**src/rtl/vga_pkg.sv**
```systemverilog
// vga_pkg: shared 800x600@60 raster constants and phase encoding.
// Used by the axis counters and the vga_timing top.
package vga_pkg;

  localparam int CW = 11;

  localparam int H_SYNC   = 128;
  localparam int H_BACK   = 88;
  localparam int H_ACTIVE = 800;
  localparam int H_FRONT  = 40;
  localparam int V_SYNC   = 4;
  localparam int V_BACK   = 23;
  localparam int V_ACTIVE = 600;
  localparam int V_FRONT  = 1;
  localparam bit H_POL    = 1'b1;
  localparam bit V_POL    = 1'b1;

  localparam int H_TOTAL = H_SYNC + H_BACK + H_ACTIVE + H_FRONT;
  localparam int V_TOTAL = V_SYNC + V_BACK + V_ACTIVE + V_FRONT;

  typedef enum logic [1:0] {
    SYNC_S  = 2'd0,
    BACK_S  = 2'd1,
    ACT_S   = 2'd2,
    FRONT_S = 2'd3
  } phase_t;

  function automatic logic [CW-1:0] phase_last(
    input int     s,
    input int     b,
    input int     a,
    input int     f,
    input phase_t p
  );
    int v;
    v = 0;
    unique case (p)
      SYNC_S:  v = s - 1;
      BACK_S:  v = s + b - 1;
      ACT_S:   v = s + b + a - 1;
      default: v = s + b + a + f - 1;
    endcase
    return CW'(v);
  endfunction

  localparam logic [CW-1:0] H_SYNC_LAST  =
    phase_last(H_SYNC, H_BACK, H_ACTIVE, H_FRONT, SYNC_S);
  localparam logic [CW-1:0] H_BACK_LAST  =
    phase_last(H_SYNC, H_BACK, H_ACTIVE, H_FRONT, BACK_S);
  localparam logic [CW-1:0] H_ACT_LAST   =
    phase_last(H_SYNC, H_BACK, H_ACTIVE, H_FRONT, ACT_S);
  localparam logic [CW-1:0] H_FRONT_LAST =
    phase_last(H_SYNC, H_BACK, H_ACTIVE, H_FRONT, FRONT_S);

  localparam logic [CW-1:0] V_SYNC_LAST  =
    phase_last(V_SYNC, V_BACK, V_ACTIVE, V_FRONT, SYNC_S);
  localparam logic [CW-1:0] V_BACK_LAST  =
    phase_last(V_SYNC, V_BACK, V_ACTIVE, V_FRONT, BACK_S);
  localparam logic [CW-1:0] V_ACT_LAST   =
    phase_last(V_SYNC, V_BACK, V_ACTIVE, V_FRONT, ACT_S);
  localparam logic [CW-1:0] V_FRONT_LAST =
    phase_last(V_SYNC, V_BACK, V_ACTIVE, V_FRONT, FRONT_S);

endpackage

```
**src/rtl/vga_axis_counter.sv**
```systemverilog
// vga_axis_counter: one raster axis - counter, phase FSM,
// registered sync/active decode and terminal-count strobe.
module vga_axis_counter
  import vga_pkg::*;
#(
  parameter int SYNC   = 128,
  parameter int BACK   = 88,
  parameter int ACTIVE = 800,
  parameter int FRONT  = 40,
  parameter bit POL    = 1'b1
) (
  input  logic          clk,
  input  logic          rst,
  input  logic          en,
  output logic [CW-1:0] count,
  output logic          sync,
  output logic          act,
  output logic          tc
);

  localparam logic [CW-1:0] L_SYNC  =
    phase_last(SYNC, BACK, ACTIVE, FRONT, SYNC_S);
  localparam logic [CW-1:0] L_BACK  =
    phase_last(SYNC, BACK, ACTIVE, FRONT, BACK_S);
  localparam logic [CW-1:0] L_ACT   =
    phase_last(SYNC, BACK, ACTIVE, FRONT, ACT_S);
  localparam logic [CW-1:0] L_FRONT =
    phase_last(SYNC, BACK, ACTIVE, FRONT, FRONT_S);

  phase_t        state_q;
  phase_t        state_d;
  logic [CW-1:0] cnt_q;
  logic [CW-1:0] cnt_d;
  logic [CW-1:0] last;
  logic          sync_q;
  logic          act_q;

  always_comb begin
    last    = L_FRONT;
    state_d = state_q;
    cnt_d   = cnt_q;
    unique case (state_q)
      SYNC_S:  last = L_SYNC;
      BACK_S:  last = L_BACK;
      ACT_S:   last = L_ACT;
      FRONT_S: last = L_FRONT;
    endcase
    if (en) begin
      cnt_d = (cnt_q == L_FRONT) ? '0 : cnt_q + CW'(1);
      if (cnt_q == last) begin
        unique case (state_q)
          SYNC_S:  state_d = BACK_S;
          BACK_S:  state_d = ACT_S;
          ACT_S:   state_d = FRONT_S;
          FRONT_S: state_d = SYNC_S;
        endcase
      end
    end
  end

  // sync/act are registered from the next phase so they line up
  // with the count they describe on every cycle
  always_ff @(posedge clk or posedge rst) begin
    if (rst) begin
      state_q <= SYNC_S;
      cnt_q   <= '0;
      sync_q  <= POL;
      act_q   <= 1'b0;
    end else begin
      state_q <= state_d;
      cnt_q   <= cnt_d;
      sync_q  <= (state_d == SYNC_S) ? POL : ~POL;
      act_q   <= (state_d == ACT_S);
    end
  end

  assign count = cnt_q;
  assign sync  = sync_q;
  assign act   = act_q;
  assign tc    = en & (cnt_q == L_FRONT);

endmodule

```
**src/rtl/vga_timing.sv**
```systemverilog
// vga_timing: 800x600@60 raster generator driving COLUMNA/FILA,
// sync pulses and the DAC blank/sync strobes.
module vga_timing #(
  parameter int H_SYNC   = vga_pkg::H_SYNC,
  parameter int H_BACK   = vga_pkg::H_BACK,
  parameter int H_ACTIVE = vga_pkg::H_ACTIVE,
  parameter int H_FRONT  = vga_pkg::H_FRONT,
  parameter int V_SYNC   = vga_pkg::V_SYNC,
  parameter int V_BACK   = vga_pkg::V_BACK,
  parameter int V_ACTIVE = vga_pkg::V_ACTIVE,
  parameter int V_FRONT  = vga_pkg::V_FRONT,
  parameter bit H_POL    = vga_pkg::H_POL,
  parameter bit V_POL    = vga_pkg::V_POL
) (
  input  logic        CLK,
  input  logic        RESET,
  input  logic        CE,
  output logic [10:0] COLUMNA,
  output logic [10:0] FILA,
  output logic        HSYNC,
  output logic        VSYNC,
  output logic        BLANK_n,
  output logic        SYNC_n,
  output logic        LINE_END,
  output logic        FRAME_END
);

  logic h_act;
  logic v_act;
  logic h_tc;
  logic v_tc;

  vga_axis_counter #(
    .SYNC   (H_SYNC),
    .BACK   (H_BACK),
    .ACTIVE (H_ACTIVE),
    .FRONT  (H_FRONT),
    .POL    (H_POL)
  ) u_h (
    .clk   (CLK),
    .rst   (RESET),
    .en    (CE),
    .count (COLUMNA),
    .sync  (HSYNC),
    .act   (h_act),
    .tc    (h_tc)
  );

  // vertical axis steps once per line, on the horizontal wrap
  vga_axis_counter #(
    .SYNC   (V_SYNC),
    .BACK   (V_BACK),
    .ACTIVE (V_ACTIVE),
    .FRONT  (V_FRONT),
    .POL    (V_POL)
  ) u_v (
    .clk   (CLK),
    .rst   (RESET),
    .en    (h_tc),
    .count (FILA),
    .sync  (VSYNC),
    .act   (v_act),
    .tc    (v_tc)
  );

  assign BLANK_n   = h_act & v_act;
  assign SYNC_n    = 1'b0;
  assign LINE_END  = h_tc;
  assign FRAME_END = v_tc;

endmodule
```
**config.mk**
```make
export PLATFORM = sky130hd
export DESIGN_NAME = vga_timing
export DESIGN_NICKNAME = d
export VERILOG_FILES = /design/src/rtl/vga_pkg.sv /design/src/rtl/vga_axis_counter.sv /design/src/rtl/vga_timing.sv
export SDC_FILE = /design/constraint.sdc
export NUM_CORES = 1
export LEC_CHECK = 0
export CORE_MARGIN = 2
export CORE_UTILIZATION = 35
export CTS_CLUSTER_DIAMETER = 40
export DETAILED_ROUTE_END_ITERATION = 12
export PLACE_DENSITY = 0.62
export SLEW_MARGIN = 20
export SYNTH_ARGS = -nofsm -noshare
export SYNTH_HDL_FRONTEND = slang
export SYNTH_SLANG_ARGS = --single-unit
```
**constraint.sdc**
```tcl
create_clock -name CLK -period 2.8 [get_ports CLK]
set_input_delay 0.7 -clock CLK [delete_from_list [all_inputs] [get_ports CLK]]
set_output_delay 0.7 -clock CLK [all_outputs]
set_load 0.02 [all_outputs]
```
==> flow_metrics.tcl, run 1 <==
set metrics [dict create \
    power.density_nw_per_um2 469 \
    finalWirelength_um 3740 \
    start_util 0.365 \
    synth-edff-count 0 \
    syn2layout_area_growth_pct 32.8 \
    via_count 1386 \
    cp_max_fo 2 \
    htree_levels 2 \
    timing.slew.headroom 0.622 \
    grt_pass1_wl_um 6310 \
    wl_per_cell_um 13.0 \
    cp_top_family "simple AND/OR/NAND/NOR gates" \
    place_ws_ns -0.154 \
    setup_slack_ns 0.151 \
    criticalPathCategory "flop to primary output" \
    rsz0062_at_grt "no" \
    path_common_cell "or4_4" \
    worst_slew_pin_slew_ns 0.563 \
    root_buffer "clkbuf_8" \
    irDropWorstVdd_uv 375 \
    core_um2 4720 \
    cts_setup_buffers 0 \
    synth.distinct_cells 38 \
    syn-num-nets 181 \
    die_area_um2 5500 \
    worstSkewPairLatency_ns 0.28 \
    fin_nets 231 \
    utilization 0.485 \
    grt-ovfl-total 0 \
    cts_sinks 30 \
    yosysSeqAreaShare 0.437 \
    cpPeakStageDelay_ns 0.53 \
    clkTransAtPathRegs_ns 0.07 \
    grt_max_degree 31 \
    slew_violations 0 \
    max_clock_freq_mhz 378 \
    die_y_um 74.2 \
    hold_viol 0 \
    via_per_inst 4.83 \
    arrival_ns 1.95 \
    yosysMostFrequentCell "dfrtp_1" \
    cp_num_cells 4 \
    hold_buffers 0 \
    path_cells "or4_4 -> or4_4 -> nor2_1 -> buf_2" \
    syn_area_um2 1720 \
    fin_crit_sh 0.946 \
    cts_made_buffers 5 \
    yosys_warnings 0 \
    synthFlopType "dfrtp_1" \
    start_kind "flop" \
    clock_skew_ns 0.00672 \
    async_reset_ff_frac 1.00 \
    grt_pass1_vias 1316 \
    ant_nets 0 \
    regArea_um2 753 \
    multi_input_area_um2 917 \
    drt_iter0_markers 71 \
    drive_above_1_share 0.182 \
    cp_slowest_cell "or4_4" \
    period_minus_slack_ns 2.65 \
    p_leak_nw 1.10 \
    io_pins 31 \
    synth_area_leader_cell "dfrtp_1" \
    yosys_register_bits 30 \
    drc_errors 0 \
    drt_pass1_iterations 4 \
    antenna_cells 0 \
    cap_violations 0 \
    synthTopCellsByArea "dfrtp_1 (41%), ha_1 (6.5%), mux2i_1 (5.2%)" \
    syn_inst 169 \
    cp-end-kind "primary output" \
    rr_worst_depth 5 \
    grtUsageTotal 0.153 \
    dpl.hpwl_um 2730 \
    synth_top_area_frac 0.406 \
    rows 25 \
    syn_area_per_cell_um2 10.2 \
    antenna_found_initial 0 \
    cts_tree "built" \
    final_area_um2 2290 \
    fill_cells 456 \
    gp_congestion 0.792 \
    status "completed" \
    place_area_um2 2210 \
    crit_required_ns 2.10 \
    fp.dieW_um 74.2 \
    synthTopCellsByCount "dfrtp_1 (28), nand2_1 (19), nor2_1 (12)" \
    holdCritPathClass "flop to flop" \
    cts_buffer_depth 2 \
    path_buf_inv 1 \
    setup_tns_ns 0 \
    portBuffers 29 \
    hold_depth 1 \
    setup_viol 0 \
]
cell families (layout without fill, tap and decap cells):
group                      Yosys count  count (layout)  share of synthesized area
AOI/OAI and AO/OA                   17              17                     0.0631
xor gates and xnor gates            15              15                     0.0762
adders and majority gates            9               9                     0.0653
buffers and inverters               12              63                     0.0312
DFF                                 30              30                      0.437
muxes                               13              13                     0.0805
other                                1               1                    0.00217
and+or+nand+nor                     72              72                      0.245
final timing paths:
path / slack (ns) / end / from
setup reg to reg: 0.75 / u_v.count[5] / u_v.count[7]
max in group asynchronous: 1.68 / u_v.sync / RESET
hold / removal: 0.54 / u_h.count[0] / u_h.count[0]
setup / recovery: 0.15 / FRAME_END / u_v.count[7]
hold reg to reg: 0.54 / u_h.count[0] / u_h.count[0]
min in group asynchronous: 0.81 / u_h.act / RESET
where the power goes:
part / switching, mW / internal (mW)
Clock: 0.162 / 0.172
Sequential: 0.0531 / 0.467
Combinational: 0.111 / 0.109
stage by stage:
step | std cells | hold WS [ns] | total power [mW]
global route | 287 | 0.579 | 1.14
detailed placement | 279 | 0.532 | 0.749
global placement | 279 | 0.530 | 0.748
finish | 287 | 0.537 | 1.07
CTS | 287 | 0.544 | 1.09
floorplan | 169 | 0.547 | 0.638
registers in the layout, indices dropped and copies added, names as in the netlist, named ones only:
signal / cells
u_v.state_q: 1
u_h.count: 11
u_h.state_q: 2
u_v.act: 1
u_v.count: 11
u_h.act: 1
u_v.sync: 1
u_h.sync: 1
cell type report:
class,count,area share
well taps,67,0.0366
clock buffers,6,0.0317
repair buffers,48,0.186
clock inverters,2,0.00437
flip-flops and latches,30,0.329
inverters,7,0.0115
multi-input cells,127,0.401
cell usage in the layout, fill, tap and decap left out, drive strengths merged, types with 2 or more instances in the layout:
cell type and n:
nor4 2, and3 5, or3 3, clkinv 2
o21ai 5, ha 9, mux2 4, nand4 7
nand2 19, inv 7, and2 2, buf 20
nor3 3, a21o 2, nand2b 2, xor2 7
and4 2, or4 2, nand3 9, clkdlybuf4s50 27
o22ai 2, dfrtp 28, nor2 12, clkbuf 6
nor3b 2, a31oi 4, dfstp 2, xnor2 8
mux2i 9
timing repair:
action / 4_1_cts / 5_1_grt
resized for setup: 4 / 1
endpoints found under the setup margin: 2 / 1
endpoints found under the hold margin: 0 / 0
routing by layer:
metal,routed length [um],global-route usage,up-vias
li1,-,-,693
met1,1870,0.213,666
met2,1710,0.223,23
met3,107,0.0447,4
met4,52,0.0606,0
met5,0,0,-
(Power assumes the default switching activity.)
==> inputs of run 2 (changes only) <==
--- a/config.mk
+++ b/config.mk
@@ -5,11 +5,12 @@
 export SDC_FILE = /design/constraint.sdc
 export NUM_CORES = 1
 export LEC_CHECK = 0
+export CAP_MARGIN = 20
 export CORE_MARGIN = 2
-export CORE_UTILIZATION = 35
+export CORE_UTILIZATION = 25
 export CTS_CLUSTER_DIAMETER = 40
 export DETAILED_ROUTE_END_ITERATION = 12
-export PLACE_DENSITY = 0.62
+export PLACE_DENSITY = 0.49
 export SLEW_MARGIN = 20
 export SYNTH_ARGS = -nofsm -noshare
 export SYNTH_HDL_FRONTEND = slang
==> run 2 against run 1 <==
Sequential power shrank 2%. First-iteration DRC count is 28% lower. Clock power grew 10%. Critical path depth stayed put. Via count is 3.5% higher. Global-route usage fell by 3.9 points. Clock skew is 0.0018 ns lower. Critical path type unchanged. Critical endpoint unchanged.
==> flow_metrics.tcl, run 2 (synthesis gave the netlist of run 1 again) <==
set metrics [dict create \
    period_minus_slack_ns 2.69 \
    rows 30 \
    rsz0062_at_grt "no" \
    dpl.hpwl_um 2950 \
    drt_pass1_iterations 4 \
    cp_top_family "simple AND/OR/NAND/NOR gates" \
    internal_power_mw 0.782 \
    cts_buffer_depth 2 \
    p_sw_frac 0.303 \
    top_usage_layer "met2" \
    grt_pass1_wl_um 6640 \
    drive_above_1_share 0.204 \
    cp-end-kind "primary output" \
    cp_max_fo 2 \
    irDropWorstVdd_uv 211 \
    grtUsageMet3 0.0351 \
    setup_tns_ns 0 \
    core_um2 6720 \
    die_area_um2 7580 \
    path_common_cell "or4_4" \
    final_common_cell "dfrtp_1" \
    fin_crit_sh 0.959 \
    io_pins 31 \
    path_buf_inv 1 \
    max_clock_freq_mhz 372 \
    clkTransAtPathRegs_ns 0.07 \
    cts_made_buffers 5 \
    cts_sinks 30 \
    clock_skew_ns 0.00491 \
    via_count 1435 \
    antenna_found_initial 0 \
    path_cells "or4_4 -> or4_4 -> nor2_1 -> buf_2" \
    met1_usage 0.155 \
    grt-ovfl-total 0 \
    total_power_mw 1.12 \
    power.density_nw_per_um2 475 \
    p_seq_frac 0.456 \
    antenna_cells 0 \
    utilization 0.351 \
    ant_nets 0 \
    p_comb_frac 0.215 \
    crit_required_ns 2.10 \
    clockPowerShare 0.329 \
    timing.slew.headroom 0.604 \
    grtUsageTotal 0.113 \
    final_cells 306 \
    hold_buffers 0 \
    arrival_ns 1.99 \
    setup_slack_ns 0.114 \
    place_ws_ns -0.177 \
    criticalPathCategory "flop to primary output" \
    place_area_um2 2270 \
    via_per_inst 4.69 \
    hold_viol 0 \
    fin_nets 237 \
    final_area_um2 2360 \
    dp_cells 298 \
    drt_iter0_markers 51 \
    final_cell_mix "dfrtp_1 (28), clkdlybuf4s50_1 (27), buf_4 (25), nand2_1 (19), nor2_1 (12)" \
    holdCritPathClass "flop to flop" \
    cp_slowest_cell "or4_4" \
    setup_viol 0 \
    start_kind "flop" \
    cts_tree "built" \
    fp.dieW_um 87.0 \
    wl_per_cell_um 13.2 \
    portBuffers 29 \
    power_switching_mw 0.339 \
    die_y_um 87.0 \
    htree_levels 2 \
    cpPeakStageDelay_ns 0.54 \
    gp_congestion 0.812 \
    grt_pass1_vias 1350 \
    grtUsageMet2 0.171 \
    grt_max_degree 31 \
    finalWirelength_um 4050 \
    drc_errors 0 \
    hold_slack_ns 0.555 \
    syn2layout_area_growth_pct 36.9 \
    worst_slew_pin_slew_ns 0.593 \
    status "completed" \
    root_buffer "clkbuf_8" \
    worstSkewPairLatency_ns 0.28 \
    slew_violations 0 \
    p_leak_nw 1.13 \
    cap_violations 0 \
    start_util 0.257 \
]
-- run 2: cell count changes in the layout (fill, tap and decap cells not counted) --
| cell | delta |
|---|---|
| buf_4 | +6 |
| clkbuf_8 | +1 |
| clkinv_2 | -1 |
-- run 2: timing repair --
item                       4_1_cts  5_1_grt
resized for setup                5        0
setup endpoints to repair        2        0
setup buffers                    0        0
-- run 2: worst paths after layout --
check / startpoint / endpoint / slack, ns / depth (start not counted)
setup / recovery: u_v.count[7] / FRAME_END / 0.11 / 4
hold / removal: u_h.count[0] / u_h.count[0] / 0.55 / 1
setup reg to reg: u_v.count[7] / u_v.count[5] / 0.67 / 5
hold reg to reg: u_h.count[0] / u_h.count[0] / 0.55 / 1
max in group asynchronous: RESET / u_v.sync / 1.68 / 3
min in group asynchronous: RESET / u_v.act / 0.80 / 3
-- run 2: layout make-up --
type,instances,area (um^2)
repair buffers,54,472
fillers,698,4360
multi-input cells,127,917
well taps,80,100
clock buffers,7,86.3
clock inverters,1,5.00
inverters,7,26.3
flip-flops and latches,30,753
-- run 2: routing by layer --
metal | part of all wire | vias to the layer above
met5 | 0 | -
met3 | 0.049 | 4
met1 | 0.49 | 692
met4 | 0.0067 | 0
met2 | 0.45 | 29
li1 | - | 710
-- run 2: power by group through the flow --
| stage | registers (mW) | logic (mW) | clock network (mW) |
|---|---|---|---|
| final | 0.511 | 0.241 | 0.369 |
| after floorplan | 0.566 | 0.0727 | 0 |
| after global routing | 0.515 | 0.259 | 0.400 |
| after detailed placement | 0.520 | 0.243 | 0 |
| after CTS | 0.512 | 0.243 | 0.381 |
| after global placement | 0.520 | 0.241 | 0 |
-- run 2: worst reg2reg max path, delay by kind of cell, from the launching register on --
family | cells | cell delay [ns]
compound gates | 2 | 0.41
buf+inv | 1 | 0.17
flops | 1 | 0.39
simple gates | 2 | 1.05
==> inputs of run 3 (changes only) <==
--- a/config.mk
+++ b/config.mk
@@ -10,7 +10,7 @@
 export CORE_UTILIZATION = 25
 export CTS_CLUSTER_DIAMETER = 40
 export DETAILED_ROUTE_END_ITERATION = 12
-export PLACE_DENSITY = 0.49
+export PLACE_DENSITY = 0.51
 export SLEW_MARGIN = 20
 export SYNTH_ARGS = -nofsm -noshare
 export SYNTH_HDL_FRONTEND = slang
==> constraint.sdc (replaced) <==
create_clock -name CLK -period 2.4 [get_ports CLK]
set_input_delay 0.6 -clock CLK [delete_from_list [all_inputs] [get_ports CLK]]
set_output_delay 0.6 -clock CLK [all_outputs]
set_load 0.02 [all_outputs]
==> run 3 against run 2 <==
Non-clock buffer count rose by 9. The flow now finishes with violations (negative setup slack). Count of clock-buffer cells in the layout rose by 1. Flip-flop and latch count did not move. First-iteration DRC count rose by 43%. Register-to-register slack got worse by 0.24 ns. Die area did not move. Setup slack got worse by 0.26 ns. Cell count rose by 2.9%.
==> flow_metrics.tcl, run 3 (synthesis gave the netlist of run 1 again) <==
set metrics [dict create \
    slew_violations 0 \
    drive_above_1_share 0.243 \
    final_cell_mix "buf_4 (34), dfrtp_1 (28), clkdlybuf4s50_1 (27), nand2_1 (19), nor2_1 (11)" \
    p_comb_frac 0.259 \
    via_per_inst 4.53 \
    fill_cells 687 \
    fin_nets 246 \
    crit_required_ns 1.80 \
    clock_skew_ns 0.00931 \
    antenna_cells 0 \
    grtUsageMet3 0.0294 \
    period_minus_slack_ns 2.54 \
    fp.dieW_um 87.0 \
    finalWirelength_um 3990 \
    cts_made_buffers 5 \
    portBuffers 29 \
    grtUsageMet2 0.170 \
    cp-end-kind "primary output" \
    cts_sinks 30 \
    path_common_cell "or4_4" \
    path_buf_inv 1 \
    grt_pass1_wl_um 6560 \
    core_um2 6720 \
    holdCritPathClass "flop to flop" \
    worstSkewPairLatency_ns 0.28 \
    criticalPathCategory "flop to primary output" \
    grt_max_degree 31 \
    power.density_nw_per_um2 549 \
    violations "negative setup slack" \
    antenna_found_initial 0 \
    fin_crit_sh 1.06 \
    rows 30 \
    clockPowerShare 0.318 \
    max_clock_freq_mhz 393 \
    p_leak_nw 1.17 \
    cp_max_fo 2 \
    grt_pass1_vias 1341 \
    rsz0062_at_grt "yes" \
    cp_num_cells 4 \
    die_area_um2 7580 \
    setup_viol 1 \
    cp_top_family "simple AND/OR/NAND/NOR gates" \
    met1_usage 0.157 \
    dp_cells 307 \
    clkTransAtPathRegs_ns 0.07 \
    grt-ovfl-total 0 \
    path_cells "or4_4 -> or4_4 -> nor2_4 -> buf_6" \
    grtUsageTotal 0.113 \
    cp_slowest_cell "or4_4" \
    power_switching_mw 0.394 \
    final_area_um2 2440 \
    syn2layout_area_growth_pct 41.6 \
    setup_tns_ns -0.142 \
    arrival_ns 1.94 \
    drt_pass1_iterations 4 \
    die_y_um 87.0 \
    final_cells 315 \
    via_count 1428 \
    cts_tree "built" \
    top_usage_layer "met2" \
    drc_errors 0 \
    io_pins 31 \
    hold_slack_ns 0.569 \
    start_kind "flop" \
    ant_nets 0 \
    htree_levels 2 \
    start_util 0.257 \
    p_sw_frac 0.294 \
    status "finished with violations" \
    drt_iter0_markers 73 \
    setup_slack_ns -0.142 \
    hold_viol 0 \
    cap_violations 0 \
    dpl.hpwl_um 3010 \
    place_area_um2 2350 \
    wl_per_cell_um 12.7 \
    irDropWorstVdd_uv 395 \
    rr_worst_depth 5 \
    internal_power_mw 0.945 \
    root_buffer "clkbuf_8" \
    gp_congestion 0.745 \
    hold_depth 2 \
    cpPeakStageDelay_ns 0.54 \
    p_seq_frac 0.423 \
    cts_buffer_depth 2 \
    final_common_cell "buf_4" \
]
## run 3: final timing paths
kind                              startpoint  slack (ns)              to
worst max-delay path            u_v.count[7]       -0.14       FRAME_END
worst min-delay path            u_v.count[8]        0.57    u_v.count[8]
worst max register to register  u_v.count[7]        0.43  u_v.state_q[1]
worst min register to register  u_v.count[8]        0.57    u_v.count[8]
max in group asynchronous              RESET        1.38        u_h.sync
min in group asynchronous              RESET        0.70    u_v.count[5]
## run 3: what timing repair did
action                     CTS  global route
setup buffers                0             0
resized for setup           10             1
setup endpoints to repair    2             2
hold buffers                 0             0
pin swaps                    0             0
## run 3: tightest hold or removal path, stage by stage (launching register included)
cell and delay (ns):
dfrtp_1 0.35, buf_4 0.12, xor2_1 0.06
## run 3: through the flow
step | setup WS, ns | total power [mW] | util
floorplan | 0.0422 | 0.745 | -
detailed placement | -0.374 | 0.926 | 0.350
CTS | -0.160 | 1.36 | 0.364
global route | -0.223 | 1.42 | 0.363
finish | -0.142 | 1.34 | 0.363
global placement | -0.358 | 0.927 | 0.350
## run 3: layout make-up
type | instances | area, um^2 | share of cell area
clock buffer | 8 | 90.1 | 0.0369
inverter | 7 | 26.3 | 0.0108
multi-input combinational | 127 | 930 | 0.381
sequential | 30 | 753 | 0.309
tap | 80 | 100 | 0.0410
timing repair buffer | 63 | 542 | 0.222
## run 3: power by group through the flow
| stage | Sequential [mW] | Clock [mW] | Combinational [mW] |
|---|---|---|---|
| after floorplan | 0.660 | 0 | 0.0848 |
| after global placement | 0.576 | 0 | 0.351 |
| after detailed placement | 0.574 | 0 | 0.352 |
| after CTS | 0.566 | 0.445 | 0.354 |
| after global routing | 0.571 | 0.470 | 0.377 |
| final | 0.566 | 0.426 | 0.347 |
## run 3: per-layer routing
metal | wire [um] | vias to the layer above
met2 | 1800 | 30
met5 | 0 | -
met1 | 1980 | 666
li1 | - | 725
met4 | 61 | 0
met3 | 155 | 7
